[config.mk]
export PLATFORM = sky130hd
export DESIGN_NAME = spram_access
export DESIGN_NICKNAME = d
export VERILOG_FILES = /design/src/rtl/spram_access.sv
export SDC_FILE = /design/constraint.sdc
export NUM_CORES = 1
export LEC_CHECK = 0
export BUFFER_PORTS_ARGS = -buffer_cell sky130_fd_sc_hd__buf_2
export CORE_ASPECT_RATIO = 1.5
export CORE_MARGIN = 2
export CORE_UTILIZATION = 40
export CTS_CLUSTER_SIZE = 25
export DETAILED_ROUTE_END_ITERATION = 8
export GPL_ROUTABILITY_DRIVEN = 1
export SETUP_SLACK_MARGIN = 0.2
export SLEW_MARGIN = 40
export SYNTH_ARGS = -nofsm -noshare
export SYNTH_HDL_FRONTEND = slang
export SYNTH_SLANG_ARGS = --single-unit
[constraint.sdc]
create_clock -name clk -period 5.3 [get_ports clk]
set_input_delay 0.53 -clock clk [delete_from_list [all_inputs] [get_ports clk]]
set_output_delay 0.53 -clock clk [all_outputs]
set_load 0.005 [all_outputs]
[src/rtl/spram_access.sv]
// Byte/halfword/word load-store front end for a 64 KB single-port 32-bit SPRAM.
// Splits word-straddling accesses into two back-to-back SPRAM cycles and merges reads.
module spram_access (
    input  logic        clk,
    input  logic        rst_n,
    input  logic        req,
    input  logic        we,
    input  logic [1:0]  sz,
    input  logic        sx,
    input  logic [15:0] addr,
    input  logic [31:0] wdata,
    output logic        ready,
    output logic        ack,
    output logic [31:0] rdata,
    output logic        m_we,
    output logic [3:0]  m_bmsk,
    output logic [15:0] m_a,
    output logic [31:0] m_vi,
    input  logic [31:0] m_vo
);

    typedef enum logic [1:0] {
        IDLE,
        SPLIT,
        DONE
    } state_t;

    state_t state_q, state_d;
    logic        we_q, we_d;
    logic [1:0]  sz_q, sz_d;
    logic        sx_q, sx_d;
    logic [1:0]  off_q, off_d;
    logic [13:0] w_q, w_d;
    logic [31:0] wdata_q, wdata_d;
    logic [31:0] hold_q, hold_d;

    logic [1:0]  c_sz;
    logic [1:0]  c_off;
    logic [7:0]  nmask;
    logic [7:0]  lmask;
    logic        split_c;
    logic [63:0] rd64;
    logic [31:0] rsh;

    // In IDLE the lane mask comes from the live request, afterwards from the latched one.
    always_comb begin
        c_sz  = (state_q == IDLE) ? sz : sz_q;
        c_off = (state_q == IDLE) ? addr[1:0] : off_q;
        unique case (c_sz)
            2'd0:    nmask = 8'h01;
            2'd1:    nmask = 8'h03;
            default: nmask = 8'h0F;
        endcase
        lmask   = nmask << c_off;
        split_c = |lmask[7:4];
    end

    always_comb begin
        state_d = state_q;
        we_d    = we_q;
        sz_d    = sz_q;
        sx_d    = sx_q;
        off_d   = off_q;
        w_d     = w_q;
        wdata_d = wdata_q;
        hold_d  = hold_q;
        ready   = 1'b0;
        ack     = 1'b0;
        rdata   = 32'd0;
        m_we    = 1'b0;
        m_bmsk  = 4'd0;
        m_a     = 16'd0;
        m_vi    = 32'd0;
        rd64    = 64'd0;
        rsh     = 32'd0;
        unique case (state_q)
            IDLE: begin
                ready = 1'b1;
                if (req) begin
                    m_a     = {2'b00, addr[15:2]};
                    m_bmsk  = we ? lmask[3:0] : 4'd0;
                    m_we    = we;
                    m_vi    = wdata << {addr[1:0], 3'b000};
                    we_d    = we;
                    sz_d    = sz;
                    sx_d    = sx;
                    off_d   = addr[1:0];
                    w_d     = addr[15:2];
                    wdata_d = wdata;
                    state_d = split_c ? SPLIT : DONE;
                end
            end
            SPLIT: begin
                m_a     = {2'b00, w_q + 14'd1};
                m_bmsk  = we_q ? lmask[7:4] : 4'd0;
                m_we    = we_q;
                m_vi    = wdata_q >> (6'd32 - {1'b0, off_q, 3'b000});
                hold_d  = m_vo;
                state_d = DONE;
            end
            DONE: begin
                ack     = 1'b1;
                rd64    = split_c ? {m_vo, hold_q} : {32'd0, m_vo};
                rsh     = 32'(rd64 >> {off_q, 3'b000});
                if (!we_q) begin
                    unique case (sz_q)
                        2'd0:    rdata = {{24{sx_q & rsh[7]}}, rsh[7:0]};
                        2'd1:    rdata = {{16{sx_q & rsh[15]}}, rsh[15:0]};
                        default: rdata = rsh;
                    endcase
                end
                state_d = IDLE;
            end
            default: state_d = IDLE;
        endcase
    end

    always_ff @(posedge clk or negedge rst_n) begin
        if (!rst_n) begin
            state_q <= IDLE;
            we_q    <= 1'b0;
            sz_q    <= 2'd0;
            sx_q    <= 1'b0;
            off_q   <= 2'd0;
            w_q     <= 14'd0;
            wdata_q <= 32'd0;
            hold_q  <= 32'd0;
        end else begin
            state_q <= state_d;
            we_q    <= we_d;
            sz_q    <= sz_d;
            sx_q    <= sx_d;
            off_q   <= off_d;
            w_q     <= w_d;
            wdata_q <= wdata_d;
            hold_q  <= hold_d;
        end
    end

endmodule

---- After elaboration in Yosys (flattened, before gate mapping) ----
Index checks and enable logic that the tools add are counted.
word-level totals
  register bits ........................... 86
  output and inout port bits .............. 87
  logic and storage cells ................. 48
  bits of input ports ..................... 87
operators by class
  bitwise logic cells ..................... 2
  multiplexer cells ....................... 22
  add/sub/neg operators ................... 2
  shift-type cells ........................ 4
  reductions and logical operators ........ 5
  equal/unequal tests ..................... 5
operators with widths
  cell                                                                count
  32-bit one-hot mux with 2 select lines                              2
  32-bit 2-to-1 mux                                                   3
  64-bit 2-to-1 mux                                                   1
  64-bit by 5-bit right shift with 32-bit output                      1
  32-bit by 5-bit << shifter with 32-bit output                       1
  32-bit by 6-bit right shift with 32-bit output                      1
  14-bit one-hot mux with 2 select lines                              1
  4-bit one-hot mux with 2 select lines                               2
  14-bit by 1-bit adder with 14-bit output (second input constant)    1
  14-bit 2-to-1 mux                                                   1
  4-bit 2-to-1 mux                                                    3
  2-bit 2-to-1 mux                                                    4
  8-bit by 2-bit << shifter with 8-bit output                         1
  2-bit by 1-bit == test with 1-bit output (second input constant)    3
  2-bit logical NOT                                                   3
  6-bit by 5-bit subtractor with 6-bit output (first input constant)  1
  2-bit one-hot mux with 2 select lines                               1
  4-bit OR reduction                                                  1
  1-bit 2-to-1 mux                                                    3
  1-bit bitwise AND                                                   2
  2-bit == test (second input constant)                               1
  2-bit inequality test (second input constant)                       1
  1-bit one-hot mux with 2 select lines                               1
  2-bit AND reduction                                                 1

---- Logic depth before layout (Yosys ltp) ----
Gate-level depths: netlist of the first run.
  depth in word-level cells ............... 12
  mapped depth ............................ 10
  mapped depth without buffers ............ 7

---- Worst setup path after synthesis of the first run ----
OpenSTA, ideal clock, no wires.
  kind .................................... flip-flop to output port
  from .................................... reg off_q[0]
  to ...................................... out m_vi[24]
  path buffers ............................ 4
  slack ................................... 2,254 ps
  required time ........................... 4,770 ps
  arrival time ............................ 2,516 ps
  stages on the path, launching flop included .. 10
  cells stage by stage .................... dfrtp_1 buf_2 inv_2 buf_1 clkbuf_1 ha_1 or3_1 clkbuf_1 nor2_1 a32o_1
between the ends
  word-level cells in the longest chain between the ends .. 3
RTL lines
  item                                            RTL line  text
  from (decl)                                     32        logic [1:0] off_q, off_d;
  from (signal assigned)                          124       off_q <= 2'd0;
  from (signal assigned)                          133       off_q <= off_d;
  6-bit by 5-bit subtractor with 6-bit output     97        m_vi = wdata_q >> (6'd32 - {1'b0, off_q, 3'b000});
  32-bit by 6-bit right shift with 32-bit output  97
  32-bit one-hot mux with 2 select lines          76        unique case (state_q)
  to (decl)                                       18        output logic [31:0] m_vi,
Every way passes these cells.

---- Worst setup path after layout of the first run ----
  from .................................... reg sz_q[1]
  to ...................................... out rdata[22]
between the ends
  word-level cells in the longest chain between the ends .. 11
  elaborated cells between the ends (all ways) .. 15
  classes of those cells .................. eq/ne: 2; shift: 2; mux: 6; bitwise: 2; reduce/logical: 3
RTL lines
  item                                                                                  RTL line  text
  from (decl)                                                                           30        logic [1:0] sz_q, sz_d;
  from (signal assigned)                                                                131       sz_q <= sz_d;
  2-bit 2-to-1 mux                                                                      47        c_sz = (state_q == IDLE) ? sz : sz_q;
  2-bit by 1-bit == test with 1-bit output / 2-bit logical NOT (equally long branches)  49        unique case (c_sz)
  4-bit one-hot mux with 2 select lines                                                 49
  8-bit by 2-bit << shifter with 8-bit output                                           54        lmask = nmask << c_off;
  4-bit OR reduction                                                                    55        split_c = |lmask[7:4];
  64-bit 2-to-1 mux                                                                     103       rd64 = split_c ? {m_vo, hold_q} : {32'd0, m_vo};
  64-bit by 5-bit right shift with 32-bit output                                        104       rsh = 32'(rd64 >> {off_q, 3'b000});
  1-bit bitwise AND (on tied branches)                                                  108, 107
  32-bit one-hot mux with 2 select lines (*)                                            106       unique case (sz_q)
  32-bit 2-to-1 mux (*)                                                                 105       if (!we_q) begin
  32-bit 2-to-1 mux (*)                                                                 76
  to (decl)                                                                             14        output logic [31:0] rdata,
Mark *: on every way between the ends. The rest lies on a longest branch, timed or not.

==> summary.md, run 1 <==
| Metric | Value |
|---|---|
| Status | completed |
| Crit path arrival time | 3.71 ns |
| Flop-to-flop setup slack | 3.07 ns |
| Area Overhead vs Synth | 18.6% |
| Yosys warning total | 0 |
| Final min period | 4.24 ns |
| Worst Max-Slew Pin Slew | 0.801 ns |
| PwrDens | 599 nW/um^2 |
| CP Capture Type | output pin |
| Final worst-path cycle share | 80.0% |
| Top cells by area, synth | dfrtp_1 33%, nand2_1 18%, mux2i_1 13%, mux4_2 3.4%, a32o_1 2.4% |
| Root Buffer | clkbuf_16 |
| #FFs+latches synth | 86 |
| Remaining Overflow, GRT | 0 |
| Synth unique cells | 55 |
| Pre-CTS setup slack | 1.04 ns |
| Final setup margin | 1.06 ns |
| Setup crit start kind | flop |
| CP Data Required Time | 4.77 ns |
| Worst R2R Path Depth | 6 |
| Initial antenna violation count | 1 |
| Setup TNS Final | 0 ns |
| Sequential element share of the synthesized area | 32.9% |
| Slew headroom | 46.5% |
| Hpwl dp | 15000 microns |
| Clock Path Buffers | 2 |
| Type of the worst setup path | flop to output pin |
| WL final | 21000 microns |
| Postcts setup bufs | 0 |
| Worst Hold Class | input pin to asynchronous set/reset pin |
| Syn Std Cell Area | 6550 sq um |
| Max cap viols | 0 |
| # clock sinks | 86 |
| Fillers | 1706 |
| Peak supply drop | 0.323 mV |
| RR Startpoint | sz_q[1] |
| CTS tree | built |
| Antenna Cells | 0 |
| # DRC | 0 |
| Die area | 17400 sq um |
| Initial Utilization | 40.6% |
| Leading area contributor after synthesis | dfrtp_1 |
| Clock-pin slew on the worst setup and hold paths | 0.06 ns |
| Total GRT Usage | 24.8% |
| Top-count cell post-synth | nand2_1 |
| Syn Inst Count | 826 |
| Post-synth top cells | 311 x nand2_1, 86 x dfrtp_1, 82 x mux2i_1 |
| CTS resizes | 0 |
| Final Max Slew Viols | 0 |
| Vias per std cell | 5.57 |
| Detailed Route Iter0 Violations | 301 |
| I/O pins | 174 |
| Routability cong. | 0.873 |
| Share of layout cells above drive strength 1 | 25.5% |
| Final setup violation count | 0 |
| Site Rows | 57 |
| # nets final | 1050 |
| Total CTS buffers | 9 |
| Largest net degree at the start of global routing | 65 |
| WL/cell | 17.9 microns |
| Htree depth | 3 |
| Syn Area/Cell | 7.92 sq um |
| Number of global-route vias before repair | 6644 |
| Vias | 6526 |
| TritonRoute pass-1 iters | 4 |
| DP Area | 7470 sq um |
| Detail Route Antenna Nets | 0 |
| Post-route cell area | 7760 sq um |
| Worst skew pair latency | 0.34 ns |
| Post-synth EDFFs | 0 |
| PortBufs | 171 |
| Async set-reset flop share out of synthesis | 100% |
| RSZ-0062 raised after global routing | no |
| Main flop type after synthesis | dfrtp_1 |
| Endpoints failing hold | 0 |
| Die Y | 161 microns |
| Global-route wire length before repair | 34200 microns |
| Die X | 108 microns |
| Leakage | 3.96 nW |
| Critical R2R Capture | state_q[1] |
| Core ar. | 16100 sq um |
| Synth top area share | 32.9% |
| Layout Skew | 0.00691 ns |
| CP Max Fanout | 25 |
| Max Freq | 236 MHz |
| Post-CTS Hold Buffers | 0 |
[state kept, by name, summed over array words and instances, names as in the netlist]
signal and flops:
hold_q 32, off_q 2, sx_q 1, sz_q 2
state_q 2, w_q 14, we_q 1, wdata_q 32
[cell type report]
| class | count | area, sq um | share of cell area [%] |
|---|---|---|---|
| multi-input cells | 676 | 4080 | 52.5 |
| flip-flops and latches | 86 | 2150 | 27.7 |
| repair buffers | 184 | 971 | 12.5 |
| well taps | 206 | 258 | 3.32 |
| clock buffers | 11 | 243 | 3.13 |
| clock inverters | 4 | 47.5 | 0.612 |
| inverters | 4 | 15.0 | 0.193 |
[kinds of logic after synthesis]
| family | count (synthesis) | share of synthesized area [%] |
|---|---|---|
| compound gates | 152 | 16.4 |
| xor+xnor | 12 | 1.61 |
| fa+ha+maj | 2 | 0.382 |
| buf+inv | 65 | 5.07 |
| flops | 86 | 32.9 |
| mux | 106 | 18.4 |
| other cells | 1 | 0.0573 |
| simple gates | 402 | 25.2 |
[power breakdown]
part           switching [W]  leakage, nW  internal, W  total [W]
clock               0.000262        0.141     0.000374   0.000637
sequential          0.000346         1.06     0.000979    0.00132
combinational        0.00155         2.77      0.00114    0.00269
[routing by layer]
| layer | track usage (%) | routed length (microns) | up-vias |
|---|---|---|---|
| li1 | - | - | 3124 |
| met1 | 31.0 | 8590 | 3095 |
| met2 | 42.3 | 10600 | 269 |
| met3 | 4.10 | 1310 | 36 |
| met4 | 9.09 | 473 | 2 |
| met5 | 0 | 13 | - |
[worst max-delay path: stages (launching register included)]
cell	delay, ns
dfrtp_1	0.85
o21ai_0	0.28
a221oi_2	0.42
or2_2	0.63
buf_12	0.27
mux4_2	0.52
a21oi_1	0.21
nor2_2	0.04
buf_2	0.13
[how the worst max path moves through the flow]
stage,from,to,slack (ns),cells past startpoint
floorplan,off_q[0],m_vi[24],2.25,9
global placement,addr[0],rdata[22],1.15,9
detailed placement,addr[0],rdata[22],1.04,9
CTS,addr[0],rdata[22],1.05,9
global route,off_q[0],rdata[22],0.85,9
finish,sz_q[1],rdata[22],1.06,8
[stage by stage]
stage / utilization, % / hold slack [ns] / power (W) / cells
floorplan: - / 0.234 / 0.00329 / 827
global placement: 46.3 / 0.457 / 0.00398 / 1156
detailed placement: 46.4 / 0.463 / 0.00403 / 1156
CTS: 48.2 / 0.269 / 0.00468 / 1171
global route: 48.2 / 0.293 / 0.00506 / 1171
finish: 48.2 / 0.248 / 0.00465 / 1171
[cells in the final DEF (no fill, tap or decap), types with 3 or more instances in the layout]
| cell type | Yosys | layout |
|---|---|---|
| a211o_1 | 8 | 8 |
| a21oi_1 | 31 | 31 |
| a221o_1 | 7 | 7 |
| a22o_1 | 7 | 7 |
| a32o_1 | 16 | 16 |
| buf_2 | 5 | 169 |
| buf_4 | 5 | 14 |
| clkbuf_16 | 0 | 9 |
| dfrtp_1 | 86 | 85 |
| inv_1 | 3 | 3 |
| mux2_2 | 14 | 14 |
| mux2i_1 | 82 | 82 |
| mux4_2 | 10 | 10 |
| nand2_1 | 311 | 311 |
| nand2b_1 | 4 | 4 |
| nand3_1 | 8 | 8 |
| nor2_1 | 38 | 37 |
| nor2_2 | 10 | 11 |
| nor2b_1 | 12 | 11 |
| o21ai_0 | 30 | 30 |
| o21ai_1 | 9 | 9 |
| o221ai_1 | 8 | 8 |
| o22ai_1 | 16 | 16 |
| o31ai_1 | 7 | 7 |
| xnor2_1 | 7 | 7 |
| xor2_1 | 5 | 5 |
No activity file was read; power rests on OpenSTA's default activity.
==> inputs of run 2 (changes only) <==
--- a/config.mk
+++ b/config.mk
@@ -12,6 +12,7 @@
 export CTS_CLUSTER_SIZE = 25
 export DETAILED_ROUTE_END_ITERATION = 8
 export GPL_ROUTABILITY_DRIVEN = 1
+export PLACE_DENSITY = 0.66
 export SETUP_SLACK_MARGIN = 0.2
 export SLEW_MARGIN = 40
 export SYNTH_ARGS = -nofsm -noshare
==> constraint.sdc (replaced) <==
create_clock -name clk -period 3.66 [get_ports clk]
set_input_delay 0.366 -clock clk [delete_from_list [all_inputs] [get_ports clk]]
set_output_delay 0.366 -clock clk [all_outputs]
set_load 0.005 [all_outputs]
==> run 2 against run 1 <==
Against the previous run:
- cell count grew 1.6%
- via count rose by 1.6%
- clock skew grew 0.00057 ns
- critical path type unchanged
- highest routed layer unchanged
==> summary.md, run 2 (synthesized netlist as in run 1, its figures left out) <==
| Metric | Value |
|---|---|
| # clock sinks | 86 (unchanged) |
| CTS tree | built |
| Share of layout cells above drive strength 1 | 27.0% (+1.5 points) |
| Initial Utilization | 40.6% (unchanged) |
| Pint | 0.00375 W (+50%) |
| Max Freq | 298 MHz |
| Setup crit start kind | flop |
| Initial antenna violation count | 1 (unchanged) |
| Sw Share | 46.0% (-0.35 points) |
| Met1 Usage GRT | 29.0% (-2.1 points) |
| Site Rows | 57 (unchanged) |
| Largest net degree at the start of global routing | 74 (+14%) |
| Max cap viols | 0 (unchanged) |
| Worst Max-Slew Pin Slew | 0.794 ns (-0.00712 ns) |
| Post-route cell area | 7920 sq um (+2.0%) |
| Slew headroom | 46.8% (+0.34 points) |
| Antenna Cells | 0 (unchanged) |
| # DRC | 0 (unchanged) |
| Clock Path Buffers | 2 (unchanged) |
| Endpoints failing hold | 0 (unchanged) |
| Total GRT Usage | 23.8% (-1.0 points) |
| Number of global-route vias before repair | 6437 (-3.1%) |
| Register area | 2160 sq um (+0.12%) |
| Fillers | 1652 (-3.2%) |
| Peak supply drop | 0.498 mV (+54%) |
| Met2 usage | 41.7% (-0.65 points) |
| Routability cong. | 0.901 (+3.2%) |
| Layout Skew | 0.00748 ns (+0.000569 ns) |
| Detailed Route Iter0 Violations | 381 (+27%) |
| Total CTS buffers | 9 (unchanged) |
| Detail Route Antenna Nets | 0 (unchanged) |
| Core ar. | 16100 sq um (unchanged) |
| Crit path arrival time | 2.98 ns (-0.73 ns) |
| Area Overhead vs Synth | 21.0% |
| Worst Hold Class | input pin to asynchronous set/reset pin |
| Die X | 108 microns (unchanged) |
| WL final | 20800 microns (-0.92%) |
| Die Y | 161 microns (unchanged) |
| Final setup violation count | 0 (unchanged) |
| Multi-input gate area | 4110 sq um (+0.74%) |
| Die area | 17400 sq um (unchanged) |
| Worst skew pair latency | 0.34 ns (about the same) |
| DP Area | 7570 sq um (+1.4%) |
| Clock-pin slew on the worst setup and hold paths | 0.07 ns (about the same) |
| Post-layout power | 0.00695 W (+49%) |
| Type of the worst setup path | flop to output pin |
| CP Data Required Time | 3.29 ns (-1.48 ns) |
| # nets final | 1068 (+1.7%) |
| WL/cell | 17.5 microns (-2.5%) |
| I/O pins | 174 (unchanged) |
| TritonRoute pass-1 iters | 4 (unchanged) |
| M3 GR Usage | 4.38% (+0.28 points) |
| Vias per std cell | 5.57 (about the same) |
| Seq pwr share | 27.1% (-1.4 points) |
| CP Capture Type | output pin |
| Remaining Overflow, GRT | 0 (unchanged) |
| Biggest regs | hold_q: 32 flops, wdata_q: 32 flops, w_q: 14 flops |
| Final Max Slew Viols | 0 (unchanged) |
| Commonest non-fill, non-tap cells in the layout | 311 x nand2_1, 170 x buf_2, 83 x dfrtp_1, 82 x mux2i_1, 38 x nor2_1 |
| PortBufs | 171 (unchanged) |
| Final worst-path cycle share | 91.5% |
| RSZ-0062 raised after global routing | no |
| Leakage | 4.05 nW (+2.2%) |
| Global-route wire length before repair | 32900 microns (-3.8%) |
| CP Max Fanout | 12 (-52%) |
| Setup TNS Final | 0 ns (unchanged) |
| Vias | 6632 (+1.6%) |
| PwrDens | 877 nW/um^2 (+46%) |
| Gate power share | 59.5% (+1.7 points) |
| Power share of the clock group | 13.5% (-0.2 points) |
| Root Buffer | clkbuf_16 |
| Htree depth | 3 (unchanged) |
| Hpwl dp | 14800 microns (-1.3%) |
| Status | completed |
| Net Sw Power | 0.00319 W (+48%) |
| Busiest grt layer | met2 |
| Commonest non-fill, non-tap cell in the layout | nand2_1 |
| Final min period | 3.35 ns |
## run 2: critical path, cell delays in order, from the launching register on
cell and delay, ns:
dfrtp_2 0.49, or3b_1 0.46, a221oi_4 0.47, or2_4 0.33
mux4_2 0.56, a22o_1 0.22, buf_2 0.12
## run 2: area by class of cell
class | count | area share, %
Tap cell | 206 | 3.25
Clock inverter | 5 | 0.742
Clock buffer | 11 | 3.06
Inverter | 4 | 0.190
Sequential cell | 86 | 27.2
Multi-Input combinational cell | 678 | 51.8
Timing Repair Buffer | 200 | 13.7
## run 2: per-stage QoR
stage | utilization (%) | hold slack (ns) | instances | setup WS, ns
after CTS | 48.9 | 0.0740 | 1187 | 0.254
after detailed placement | 47.0 | 0.438 | 1171 | 0.468
after floorplan | - | 0.0704 | 827 | 0.778
after global placement | 46.9 | 0.457 | 1171 | 0.493
final | 49.1 | 0.0231 | 1190 | 0.310
after global routing | 49.1 | 0.0852 | 1190 | 0.195
## run 2: what timing repair did
| item | CTS | global route |
|---|---|---|
| buffers inserted | 0 | 1 |
| cloned | 0 | 2 |
| hold buffers | 0 | 0 |
| endpoints found under the setup margin | 30 | 30 |
| resized for setup | 1 | 6 |
| pin swaps | 0 | 3 |
## run 2: worst paths after layout
check,startpoint,end,slack [ns],depth (start not counted)
worst min-delay path,rst_n,hold_q[25],0.02,1
worst min register to register,hold_q[13],hold_q[13],0.47,2
worst max register to register,state_q[1],state_q[1],1.55,6
max in group asynchronous,rst_n,wdata_q[11],2.91,2
worst max-delay path,state_q[1],rdata[4],0.31,6
min in group clk,wdata[28],wdata_q[28],0.22,3
## run 2: metal layers
metal / part of all wire, % / routed length [microns] / vias to the layer above
met5: 0.053 / 11 / -
met4: 2.3 / 486 / 2
met3: 7.2 / 1490 / 41
met2: 51 / 10500 / 269
met1: 40 / 8280 / 3149
li1: - / - / 3171
## run 2: power groups by stage
stage,logic [W],registers (W),clock network (W)
after detailed placement,0.00402,0.00188,0
after global routing,0.00456,0.00193,0.00101
after global placement,0.00397,0.00187,0
after CTS,0.00403,0.00187,0.000962
final,0.00413,0.00188,0.000937
after floorplan,0.00306,0.00170,0
==> inputs of run 3 (changes only) <==
--- a/config.mk
+++ b/config.mk
@@ -7,7 +7,7 @@
 export LEC_CHECK = 0
 export BUFFER_PORTS_ARGS = -buffer_cell sky130_fd_sc_hd__buf_2
 export CORE_ASPECT_RATIO = 1.5
-export CORE_MARGIN = 2
+export CORE_MARGIN = 1
 export CORE_UTILIZATION = 40
 export CTS_CLUSTER_SIZE = 25
 export DETAILED_ROUTE_END_ITERATION = 8
==> run 3 against run 2 <==
Against the previous run:
- clock-buffer cell count did not move
- cell count fell by 0.17%
- design area rose by 0.14%
- global-route usage rose by 1.0 points
==> summary.md, run 3 (synthesized netlist as in run 1, its figures left out) <==
| Metric | Value |
|---|---|
| Status | completed |
| Cell Chain, Critical Path | or3b_1 > a221oi_4 > or2_4 > buf_4 > mux4_2 > a21oi_1 > nor2_1 > buf_2 |
| Vias | 6603 (-0.44%) |
| Final min period | 3.30 ns (-0.0507 ns) |
| PortBufs | 171 (unchanged) |
| Hpwl dp | 14900 microns (+0.40%) |
| Htree depth | 3 (unchanged) |
| Max cap viols | 0 (unchanged) |
| CP Max Fanout | 12 (unchanged) |
| Slew headroom | 50.5% (+3.7 points) |
| Detailed Route Iter0 Violations | 415 (+8.9%) |
| Peak supply drop | 0.387 mV (-22%) |
| Worst Hold Class | input pin to flop |
| Clock-pin slew on the worst setup and hold paths | 0.06 ns (about the same) |
| Pint | 0.00381 W (+1.4%) |
| Clock Path Buffers | 2 (unchanged) |
| Site Rows | 56 (-1.8%) |
| Routability cong. | 0.900 (-0.14%) |
| # clock sinks | 86 (unchanged) |
| Share of layout cells above drive strength 1 | 26.8% (-0.20 points) |
| Vias per std cell | 5.56 (-0.27%) |
| CP Data Required Time | 3.29 ns (about the same) |
| Setup TNS Final | 0 ns (unchanged) |
| Core ar. | 15800 sq um (-1.8%) |
| Power share of the clock group | 13.9% (+0.4 points) |
| Type of the worst setup path | flop to output pin |
| Number of global-route vias before repair | 6425 (-0.19%) |
| Die Y | 159 microns (-1.2%) |
| # nets final | 1069 (+0.094%) |
| Layout Skew | 0.00449 ns (-0.00299 ns) |
| # DRC | 0 (unchanged) |
| Sw Share | 45.4% (-0.55 points) |
| Root Buffer | clkbuf_16 |
| Crit path arrival time | 2.93 ns (-0.05 ns) |
| Initial Utilization | 41.3% (+0.73 points) |
| CP Capture Type | output pin |
| Commonest non-fill, non-tap cell in the layout | nand2_1 |
| Biggest regs | hold_q: 32 flops, wdata_q: 32 flops, w_q: 14 flops |
| Initial antenna violation count | 1 (unchanged) |
| WL final | 20800 microns (+0.15%) |
| Worst Max-Slew Pin Slew | 0.737 ns (-0.0573 ns) |
| Max Freq | 303 MHz (+1.5%) |
| RSZ-0062 raised after global routing | no |
| Area Overhead vs Synth | 21.2% |
| Total CTS buffers | 9 (unchanged) |
| Final worst-path cycle share | 90.2% (-1.4 points) |
| Largest net degree at the start of global routing | 51 (-31%) |
| Total GRT Usage | 24.8% (+1.0 points) |
| Global-route wire length before repair | 32900 microns (unchanged) |
| Final Max Slew Viols | 0 (unchanged) |
| I/O pins | 174 (unchanged) |
| Final setup violation count | 0 (unchanged) |
| Net Sw Power | 0.00317 W (-0.77%) |
| Die area | 16900 sq um (-3.1%) |
| Detail Route Antenna Nets | 0 (unchanged) |
| Seq pwr share | 26.5% (-0.6 points) |
| Setup crit start kind | flop |
| Gate power share | 59.6% (about the same) |
| Die X | 106 microns (-1.8%) |
| CTS tree | built |
| Commonest non-fill, non-tap cells in the layout | 311 x nand2_1, 170 x buf_2, 83 x dfrtp_1, 82 x mux2i_1, 37 x nor2_1 |
| Critical path's slowest cell | mux4_2 |
| PwrDens | 880 nW/um^2 (+0.28%) |
| Kind of cell adding the most delay to the critical path | simple AND/OR/NAND/NOR gates |
| Final hold slack | 0.220 ns (+0.197 ns) |
| Worst skew pair latency | 0.34 ns (about the same) |
| WL/cell | 17.5 microns (+0.32%) |
| Worst path max stage delay | 0.55 ns (about the same) |
| Worst path buffer plus inverter count | 2 (+1) |
| Remaining Overflow, GRT | 0 (unchanged) |
| Leakage | 4.06 nW (+0.20%) |
| Endpoints failing hold | 0 (unchanged) |
| TritonRoute pass-1 iters | 5 (+1) |
## run 3: cell count changes in the layout (fill, tap and decap cells not counted), sizes merged
cell / previous run / this run
diode: 0 / 1
bufinv: 1 / 2
dlygate4sd3: 0 / 1
buf: 200 / 202
clkinv: 2 / 1
clkinvlp: 2 / 1
or2: 4 / 2
## run 3: stage by stage
step           instance area, sq um  instances  util (%)  total power (W)  setup WS [ns]
6_report                       7930       1188      50.1          0.00698          0.360
5_1_grt                        7930       1188      50.1          0.00752          0.210
4_1_cts                        7880       1184      49.7          0.00688          0.256
3_5_place_dp                   7560       1168      47.7          0.00587          0.411
3_3_place_gp                   7560       1168      47.7          0.00581          0.450
2_1_floorplan                  6550        827         -          0.00476          0.778
## run 3: cell type report
cell class,count,area (sq um)
diodes,1,2.50
clock buffers,11,233
clock inverters,4,72.6
fillers,1640,7900
inverters,4,15.0
multi-input cells,676,4090
flip-flops and latches,86,2160
well taps,203,254
repair buffers,203,1110
## run 3: per-layer routing
metal  vias to the layer above  routed length, microns  GRT usage (%)
li1                       3163                       -              -
met1                      3133                    8670           29.5
met3                        39                    1170           4.26
met5                         -                       0              0
met4                         0                     531           9.33
met2                       268                   10500           44.3
## run 3: timing repair
action | CTS | global route
setup buffers | 0 | 3
gates resized for setup | 1 | 3
hold endpoints to repair | 25 | 0
hold buffers | 1 | 0
endpoints found under the setup margin | 30 | 30
pin swaps | 0 | 1
## run 3: worst register-to-register path, cell delays in order (launching register included)
cell and delay [ns]:
dfrtp_2 0.48, or3b_1 0.46, a221oi_4 0.35, nor2_1 0.10, buf_4 0.22, a21oi_1 0.16, nor2_1 0.05
## run 3: final timing paths
path,to,cells after the start,start,slack (ns)
setup reg to reg,state_q[1],6,state_q[1],1.72
max in group asynchronous,state_q[0],3,rst_n,2.39
min in group asynchronous,hold_q[26],2,rst_n,0.48
hold / removal,sx_q,3,sx,0.22
hold reg to reg,wdata_q[8],2,wdata_q[8],0.47
setup / recovery,rdata[16],8,state_q[1],0.36
## run 3: power groups by stage
stage | clock network, W | logic [W] | registers [W]
floorplan | 0 | 0.00306 | 0.00170
global placement | 0 | 0.00396 | 0.00185
detailed placement | 0 | 0.00402 | 0.00185
CTS | 0.000998 | 0.00404 | 0.00184
global route | 0.00103 | 0.00457 | 0.00191
finish | 0.000970 | 0.00416 | 0.00185
